<file path="src/rtl/riscv_v_logic_wb_stage.sv">
// riscv_v_logic_wb_stage: folds vector logical reductions and buffers ALU results for the VRF write port.
// Optional same-cycle bypass when empty: define RISCV_V_LOGIC_WB_BYPASS_EN.
module riscv_v_logic_wb_stage #(
   parameter int DATA_W = 128,
   parameter int DEPTH  = 2,
   parameter int ADDR_W = 5
) (
   input  logic                     clk,
   input  logic                     rst_n,
   input  logic                     in_valid,
   output logic                     in_ready,
   input  logic [DATA_W-1:0]        in_data,
   input  logic [ADDR_W-1:0]        in_addr,
   input  logic [DATA_W/8-1:0]      in_byte_en,
   input  logic                     in_is_reduct,
   input  logic                     in_is_and,
   input  logic                     in_last,
   output logic                     wb_valid,
   input  logic                     wb_ready,
   output logic [DATA_W-1:0]        wb_data,
   output logic [ADDR_W-1:0]        wb_addr,
   output logic [DATA_W/8-1:0]      wb_byte_en,
   output logic [$clog2(DEPTH):0]   occupancy,
   output logic                     busy
);
   localparam int PW = $clog2(DEPTH);
   localparam int CW = PW + 1;
   localparam int BW = DATA_W / 8;
   typedef enum logic {IDLE, ACCUM} state_t;
   state_t state_q, state_d;
   logic [DATA_W-1:0] acc_q, acc_d, fold, enq_data, last_data;
   logic [ADDR_W-1:0] last_addr;
   logic [BW-1:0]     last_be;
   logic [DATA_W-1:0] mem_data [DEPTH];
   logic [ADDR_W-1:0] mem_addr [DEPTH];
   logic [BW-1:0]     mem_be   [DEPTH];
   logic [PW-1:0]     wr_ptr, rd_ptr;
   logic [CW-1:0]     count;
   logic              fire, enq, push, deq, byp, empty;
   always_comb begin
      empty    = (count == '0);
      in_ready = (count != CW'(DEPTH));
      busy     = ~empty | (state_q == ACCUM);
      fire     = in_valid & in_ready;
      fold     = in_is_and ? (acc_q & in_data) : (acc_q | in_data);
      enq      = fire & (~in_is_reduct | in_last);
      enq_data = (in_is_reduct && state_q == ACCUM) ? fold : in_data;
      state_d  = state_q;
      acc_d    = acc_q;
      if (fire && in_is_reduct) begin
         state_d = in_last ? IDLE : ACCUM;
         acc_d   = in_last ? acc_q : (state_q == ACCUM ? fold : in_data);
      end
`ifdef RISCV_V_LOGIC_WB_BYPASS_EN
      // An empty FIFO lets a ready result go straight to the VRF without taking a slot.
      byp        = empty & enq & wb_ready;
      wb_valid   = ~empty | byp;
      wb_data    = ~empty ? mem_data[rd_ptr] : (byp ? enq_data   : last_data);
      wb_addr    = ~empty ? mem_addr[rd_ptr] : (byp ? in_addr    : last_addr);
      wb_byte_en = ~empty ? mem_be[rd_ptr]   : (byp ? in_byte_en : last_be);
`else
      byp        = 1'b0;
      wb_valid   = ~empty;
      wb_data    = ~empty ? mem_data[rd_ptr] : last_data;
      wb_addr    = ~empty ? mem_addr[rd_ptr] : last_addr;
      wb_byte_en = ~empty ? mem_be[rd_ptr]   : last_be;
`endif
      push      = enq & ~byp;
      deq       = ~empty & wb_ready;
      occupancy = count;
   end
   always_ff @(posedge clk or negedge rst_n) begin
      if (!rst_n) begin
         state_q   <= IDLE;
         acc_q     <= '0;
         wr_ptr    <= '0;
         rd_ptr    <= '0;
         count     <= '0;
         last_data <= '0;
         last_addr <= '0;
         last_be   <= '0;
      end else begin
         state_q <= state_d;
         acc_q   <= acc_d;
         count   <= count + CW'(push) - CW'(deq);
         if (push) wr_ptr <= wr_ptr + 1'b1;
         if (deq) rd_ptr <= rd_ptr + 1'b1;
         // Keep the last written payload visible on wb_* once the FIFO drains.
         if (deq) begin
            last_data <= mem_data[rd_ptr];
            last_addr <= mem_addr[rd_ptr];
            last_be   <= mem_be[rd_ptr];
         end else if (byp) begin
            last_data <= enq_data;
            last_addr <= in_addr;
            last_be   <= in_byte_en;
         end
      end
   end
   always_ff @(posedge clk) begin
      if (push) begin
         mem_data[wr_ptr] <= enq_data;
         mem_addr[wr_ptr] <= in_addr;
         mem_be[wr_ptr]   <= in_byte_en;
      end
   end
endmodule

</file>
<file path="config.mk">
export PLATFORM = sky130hd
export DESIGN_NAME = riscv_v_logic_wb_stage
export DESIGN_NICKNAME = d
export VERILOG_FILES = /design/src/rtl/riscv_v_logic_wb_stage.sv
export SDC_FILE = /design/constraint.sdc
export NUM_CORES = 1
export LEC_CHECK = 0
export BUFFER_PORTS_ARGS = -buffer_cell sky130_fd_sc_hd__buf_4
export CORE_ASPECT_RATIO = 1.75
export CORE_MARGIN = 2
export CORE_UTILIZATION = 40
export CTS_BUF_LIST = sky130_fd_sc_hd__clkbuf_16
export DETAILED_ROUTE_END_ITERATION = 8
export PLACE_DENSITY_LB_ADDON = 0.05
export SETUP_SLACK_MARGIN = 0.15
export SLEW_MARGIN = 10
export SYNTH_ARGS = -nofsm -noshare
export SYNTH_HDL_FRONTEND = slang
export SYNTH_SLANG_ARGS = --single-unit
</file>
<file path="constraint.sdc">
create_clock -name clk -period 7.7 [get_ports clk]
set_input_delay 1.54 -clock clk [delete_from_list [all_inputs] [get_ports clk]]
set_output_delay 1.54 -clock clk [all_outputs]
set_load 0.01 [all_outputs]
</file>
==> flow_metrics.tcl, run 1 <==
set metrics [dict create \
    post-cts-setup-buffer-count 0 \
    tightest_slew_ns 1.24 \
    routedWlPerCell_um 23.0 \
    area_growth_pct 15.2 \
    hold_ws_ns 0.478 \
    yosysUniqueCellTypes 33 \
    r2r_setup_slack_ns 3.90 \
    vdd_drop_max_mv 0.376 \
    layout_commonest_cell "o21ai_0" \
    grt.overflow.total 0 \
    layout_common_cells "o21ai_0 (401), buf_4 (329), edfxtp_1 (298)" \
    finalSetupViolCount 0 \
    routed_wl_mm 86.1 \
    yosysSeqAreaShare_pct 55.4 \
    p_leak_nw 13.5 \
    synth_seq_cells 580 \
    cap_violations 0 \
    grt_max_degree 221 \
    drt_iter0_markers 1658 \
    power_density_mw_per_mm2 398 \
    grt_usage_pct 22.8 \
    r2r_end "acc_q[34]$_DFFE_PN0P_" \
    required_ns 6.16 \
    cp-endpoint "wb_data[19]" \
    antenna_found_initial 22 \
    fmax_mhz 207 \
    die-width_um 207 \
    slew_viol_final 0 \
    post-place-ws_ns 2.77 \
    dieArea_mm2 0.0745 \
    min_period_ns 4.83 \
    fin_tns_setup_ns 0 \
    drc 0 \
    min_path_type "register to register" \
    viasPerCell 5.82 \
    fin_nets 2929 \
    netlist_instances 2628 \
    grt_pass1_vias 21300 \
    finalClockSkew_ns 0.0167 \
    crit_type "register to output pin" \
    start_util_pct 40.4 \
    async_flop_share_pct 48.6 \
    place.gp.congestion 0.739 \
    cp_max_fo 42 \
    grt_pass1_wl_mm 134 \
    cts_resized 0 \
    synth_top_area_cell "edfxtp_1" \
    syn_nets 2786 \
    synth.top_cell.area_share_pct 31.0 \
    hold_buffers 0 \
    dieHeight_um 359 \
    synth_top_flop_cell "edfxtp_1" \
    fin_crit_sh_pct 62.7 \
    syn_avg_cell_area_um2 11.0 \
    r2r-start "occupancy[1]$_DFF_PN0_" \
    fin_ws_ns 2.87 \
    reg2regPathDepth 6 \
    synth_warnings 0 \
    insertion_delay_ns 0.64 \
    status "complete, no violations" \
    clkTransAtPathRegs_ns 0.06 \
    crit_start "rd_ptr$_DFFE_PN0P_" \
    rsz0062_at_grt "false" \
    synth_area_leaders "edfxtp_1 (31%), dfrtp_1 (24%), o21ai_0 (7.0%)" \
    rows 130 \
    worst_setup_path_start_kind "register" \
    synth_edf_count 298 \
    numCtsBuffers 56 \
    drive_above_1_share_pct 19.4 \
    total_power_mw 13.2 \
    via_count 21800 \
    fill_cells 6652 \
    slew_headroom_pct 17.3 \
    stdcell_area_mm2 0.0333 \
    ant_nets 0 \
    dp_hpwl_mm 49.5 \
    syn-cell-area_mm2 0.0289 \
    clock-root-buffer "clkbuf_16" \
    endpoint_kind "output pin" \
    holdPathStages 2 \
    tritoncts "yes" \
    firstDrtPassIters 7 \
    core_area_mm2 0.0716 \
    htree_levels 2 \
    portBuffers 309 \
    cts_sinks 580 \
    hold_violations 0 \
    io-pin-count 310 \
    placed_cell_area_mm2 0.0315 \
    worstPathArrival_ns 3.29 \
    clock_path_buffers 3 \
]
## per-layer routing
layer	global-route usage (%)	wire [µm]	share of wire, %	vias to the layer above
li1	-	-	-	10300
met1	30.1	36400	42	10800
met2	36.8	41100	48	627
met3	5.74	5900	6.9	144
met4	7.10	2470	2.9	32
met5	0	201	0.23	-
## worst min-delay path by stage
stage,slack (ns),to,startpoint
after floorplan,0.45,last_addr[0]$_DFFE_PN0P_,last_addr[0]$_DFFE_PN0P_
after global placement,0.46,last_data[116]$_DFFE_PN0P_,last_data[116]$_DFFE_PN0P_
after detailed placement,0.47,last_data[4]$_DFFE_PN0P_,last_data[4]$_DFFE_PN0P_
after CTS,0.48,last_data[4]$_DFFE_PN0P_,last_data[4]$_DFFE_PN0P_
after global routing,0.50,last_data[79]$_DFFE_PN0P_,last_data[79]$_DFFE_PN0P_
final,0.48,last_addr[3]$_DFFE_PN0P_,last_addr[3]$_DFFE_PN0P_
## cells in the mapped netlist, types with 2 or more instances
master / count
a221oi_2: 120
nand2_1: 150
edfxtp_1: 298
a41oi_1: 128
mux2i_1: 149
dfrtp_1: 282
o41ai_1: 128
buf_4: 15
nor2_1: 151
nand3_1: 2
a221oi_1: 8
buf_1: 11
xnor2_1: 4
buf_6: 16
a21oi_1: 277
clkbuf_1: 104
ha_1: 2
or2b_1: 10
o21ai_1: 3
inv_1: 131
buf_2: 108
o21ai_0: 402
nand2b_1: 119
## worst max-delay path: stages (launching register included)
cell	delay (ns)
dfrtp_4	0.81
buf_16	0.31
buf_4	0.68
mux2i_1	0.20
a21oi_1	0.38
buf_4	0.20
## cells by family after synthesis
logic type      synth area share (%)
mux                             5.16
fa+ha+maj                     0.0866
flops                           55.4
simple gates                    7.00
compound gates                  26.1
xor+xnor                       0.121
buf+inv                         6.10
## area by class of cell
class	count	area [µm²]	area share (%)
diodes	5	12.5	0.0376
clock buffers	57	1430	4.29
clock inverters	49	343	1.03
inverters	132	505	1.52
multi-input cells	1662	11200	33.6
flip-flops and latches	580	16000	48.1
well taps	924	1160	3.47
repair buffers	339	2660	7.99
## sequential cells by signal (all words and copies together), names as in the netlist
| name | flops |
|---|---|
| acc_q | 128 |
| last_addr | 5 |
| last_be | 16 |
| last_data | 128 |
| mem_addr | 10 |
| mem_be | 32 |
| mem_data | 256 |
| occupancy | 2 |
| rd_ptr | 1 |
| state_q | 1 |
| wr_ptr | 1 |
## report_power, final
group	internal [mW]	switching [mW]
logic	2.24	3.30
clock network	1.50	1.24
registers	4.36	0.589
## metrics by stage
| stage | util [%] | cells |
|---|---|---|
| after floorplan | - | 2628 |
| after global placement | 44.0 | 3636 |
| after detailed placement | 44.0 | 3636 |
| after CTS | 46.4 | 3742 |
| after global routing | 46.5 | 3744 |
| final | 46.5 | 3748 |
Note: power is estimated with default switching activity, not from simulation.
==> run 2, diff against run 1 <==
Settings changed: ABC_AREA set to 1.
Clock period 7.7 ns to 4.7 ns, I/O delays scaled along.
==> run 2 against run 1 <==
  * Global-route usage fell by 1.1 points
  * Non-clock buffer count rose by 10
  * Clock-buffer cell count did not move
  * Largest power group unchanged
==> flow_metrics.tcl, run 2 <==
set metrics [dict create \
    yosysSeqAreaShare_pct 55.7 \
    antenna_found_initial 13 \
    tightest_slew_ns 1.03 \
    routedWlPerCell_um 16.4 \
    dieHeight_um 359 \
    netlist_instances 3666 \
    fin_nets 4034 \
    drt_iter0_markers 1394 \
    required_ns 3.76 \
    syn-cell-area_mm2 0.0288 \
    worstPathArrival_ns 2.61 \
    numCtsBuffers 56 \
    via_count 23400 \
    syn_avg_cell_area_um2 7.85 \
    path_cells "nor2_2, inv_8, buf_4, nand2_1, o21ai_0, buf_4" \
    cap_violations 0 \
    synthMostInstantiatedCell "nand2_1" \
    critical_path.top_delay_family "buffers and inverters" \
    routed_wl_mm 79.4 \
    dieArea_mm2 0.0741 \
    io-pin-count 310 \
    viasPerCell 4.83 \
    synth_top_flop_cell "edfxtp_1" \
    grt_usage_pct 21.7 \
    worst_setup_path_start_kind "register" \
    ant_nets 0 \
    async_flop_share_pct 48.6 \
    wl_met3_mm 5.29 \
    htree_levels 2 \
    die-width_um 207 \
    cts_resized 0 \
    fmax_mhz 282 \
    power_density_mw_per_mm2 644 \
    synth_area_leaders "edfxtp_1 (31%), dfrtp_1 (25%), nand2_1 (23%)" \
    grt_max_degree 186 \
    clock-root-buffer "clkbuf_16" \
    crit_type "register to output pin" \
    cts_sinks 580 \
    grt_pass1_vias 22200 \
    path_buf_inv 3 \
    wl_met2_mm 38.7 \
    vdd_drop_max_mv 0.468 \
    hold_ws_ns 0.391 \
    dp_hpwl_mm 47.9 \
    layout_common_cells "nand2_1 (1776), inv_1 (427), buf_4 (330)" \
    hold_buffers 0 \
    rsz0062_at_grt "false" \
    finalClockSkew_ns 0.0166 \
    fin_crit_sh_pct 75.4 \
    drc 0 \
    fin_tns_setup_ns 0 \
    cp_max_fo 149 \
    crit_path_max_incr_delay_ns 0.61 \
    min_period_ns 3.55 \
    drive_above_1_share_pct 11.2 \
    min_path_type "input pin to async pin" \
    status "complete, no violations" \
    endpoint_kind "output pin" \
    regMostFlops "mem_data" \
    layout_commonest_cell "nand2_1" \
    clock_path_buffers 3 \
    tritoncts "yes" \
    fin_util_pct 47.1 \
    reg2regPathDepth 4 \
    largest_reg_flops 256 \
    syn_nets 3824 \
    yosysUniqueCellTypes 19 \
    synth_top_area_cell "edfxtp_1" \
    synth_warnings 0 \
    place.gp.congestion 0.735 \
    core_area_mm2 0.0714 \
    firstDrtPassIters 6 \
    cp.depth 6 \
    slew_viol_final 0 \
    critPathMostFrequentCell "buf_4" \
    synth_seq_cells 580 \
    start_util_pct 40.3 \
    clkTransAtPathRegs_ns 0.06 \
    rows 130 \
    grt_pass1_wl_mm 124 \
    wl_met1_mm 33.2 \
    insertion_delay_ns 0.63 \
    p_leak_nw 16.6 \
    netlist_top_cells_count "nand2_1 (1776), inv_1 (414), o21ai_0 (325)" \
    slew_headroom_pct 31.4 \
    hold_violations 0 \
    reg.largest.list "mem_data (256), acc_q (128), last_data (128)" \
    top_layer "met5" \
    synth_edf_count 298 \
    post-cts-setup-buffer-count 0 \
    synth.top_cell.area_share_pct 31.1 \
    area_growth_pct 16.9 \
    grt.overflow.total 0 \
    cp_slowest_cell "inv_8" \
    finalSetupViolCount 0 \
    portBuffers 309 \
]
-- run 2: changes by cell type after synthesis, sizes merged, moves of 147 or more --
cell / delta
nor2: -147
nand2: +1628
nand3: +255
mux2i: -149
a21oi: -277
inv: +286
-- run 2: cells by family (layout without fill, tap and decap cells) --
kind of cell | after synthesis | count (layout) | share of synthesized area [%]
adders and majority gates | 2 | 2 | 0.0870
and+or+nand+nor | 2039 | 2039 | 27.8
buffers and inverters | 615 | 873 | 8.95
xor gates and xnor gates | 3 | 3 | 0.0914
DFF | 580 | 580 | 55.7
AOI/OAI and AO/OA | 427 | 427 | 7.43
other | 0 | 2 | 0
-- run 2: stage by stage --
stage	power, mW	setup slack (ns)	instances	area [µm²]
after detailed placement	17.4	1.77	4742	31800
after CTS	22.0	1.06	4848	33600
final	21.6	1.15	4850	33600
after global placement	17.3	1.80	4742	31800
after global routing	23.5	0.913	4850	33600
after floorplan	13.7	0.844	3666	28800
-- run 2: power by group --
group	leakage (nW)	total (mW)	switching, mW	internal (mW)
combinational	9.36	9.12	5.89	3.23
sequential	6.29	7.97	0.740	7.23
clock	0.940	4.54	2.02	2.52
-- run 2: metal layers --
metal	up-vias	track usage, %
met5	-	0
met4	22	6.13
met3	128	5.47
met2	458	38.0
met1	10900	26.3
li1	11900	-
-- run 2: final timing paths --
check                      slack [ns]                          to              startpoint
hold / removal                   0.39  last_data[105]$_DFFE_PN0P_                   rst_n
setup reg to reg                 2.05   mem_data[1][52]$_DFFE_PP_     state_q$_DFFE_PN0P_
hold reg to reg                  0.47          wr_ptr$_DFFE_PN0P_      wr_ptr$_DFFE_PN0P_
setup / recovery                 1.15                 wb_data[20]  occupancy[1]$_DFF_PN0_
min in group clk                 0.47          wr_ptr$_DFFE_PN0P_      wr_ptr$_DFFE_PN0P_
max in group asynchronous        3.27   last_data[52]$_DFFE_PN0P_                   rst_n
-- run 2: final cells by class --
type / instances / area (µm²)
clock buffer: 57 / 1430
inverter: 418 / 1600
timing repair buffer: 349 / 2850
sequential: 580 / 16000
fill: 7091 / 37800
multi-input combinational: 2471 / 10200
tap: 924 / 1160
antenna: 2 / 5.00
clock inverter: 49 / 373
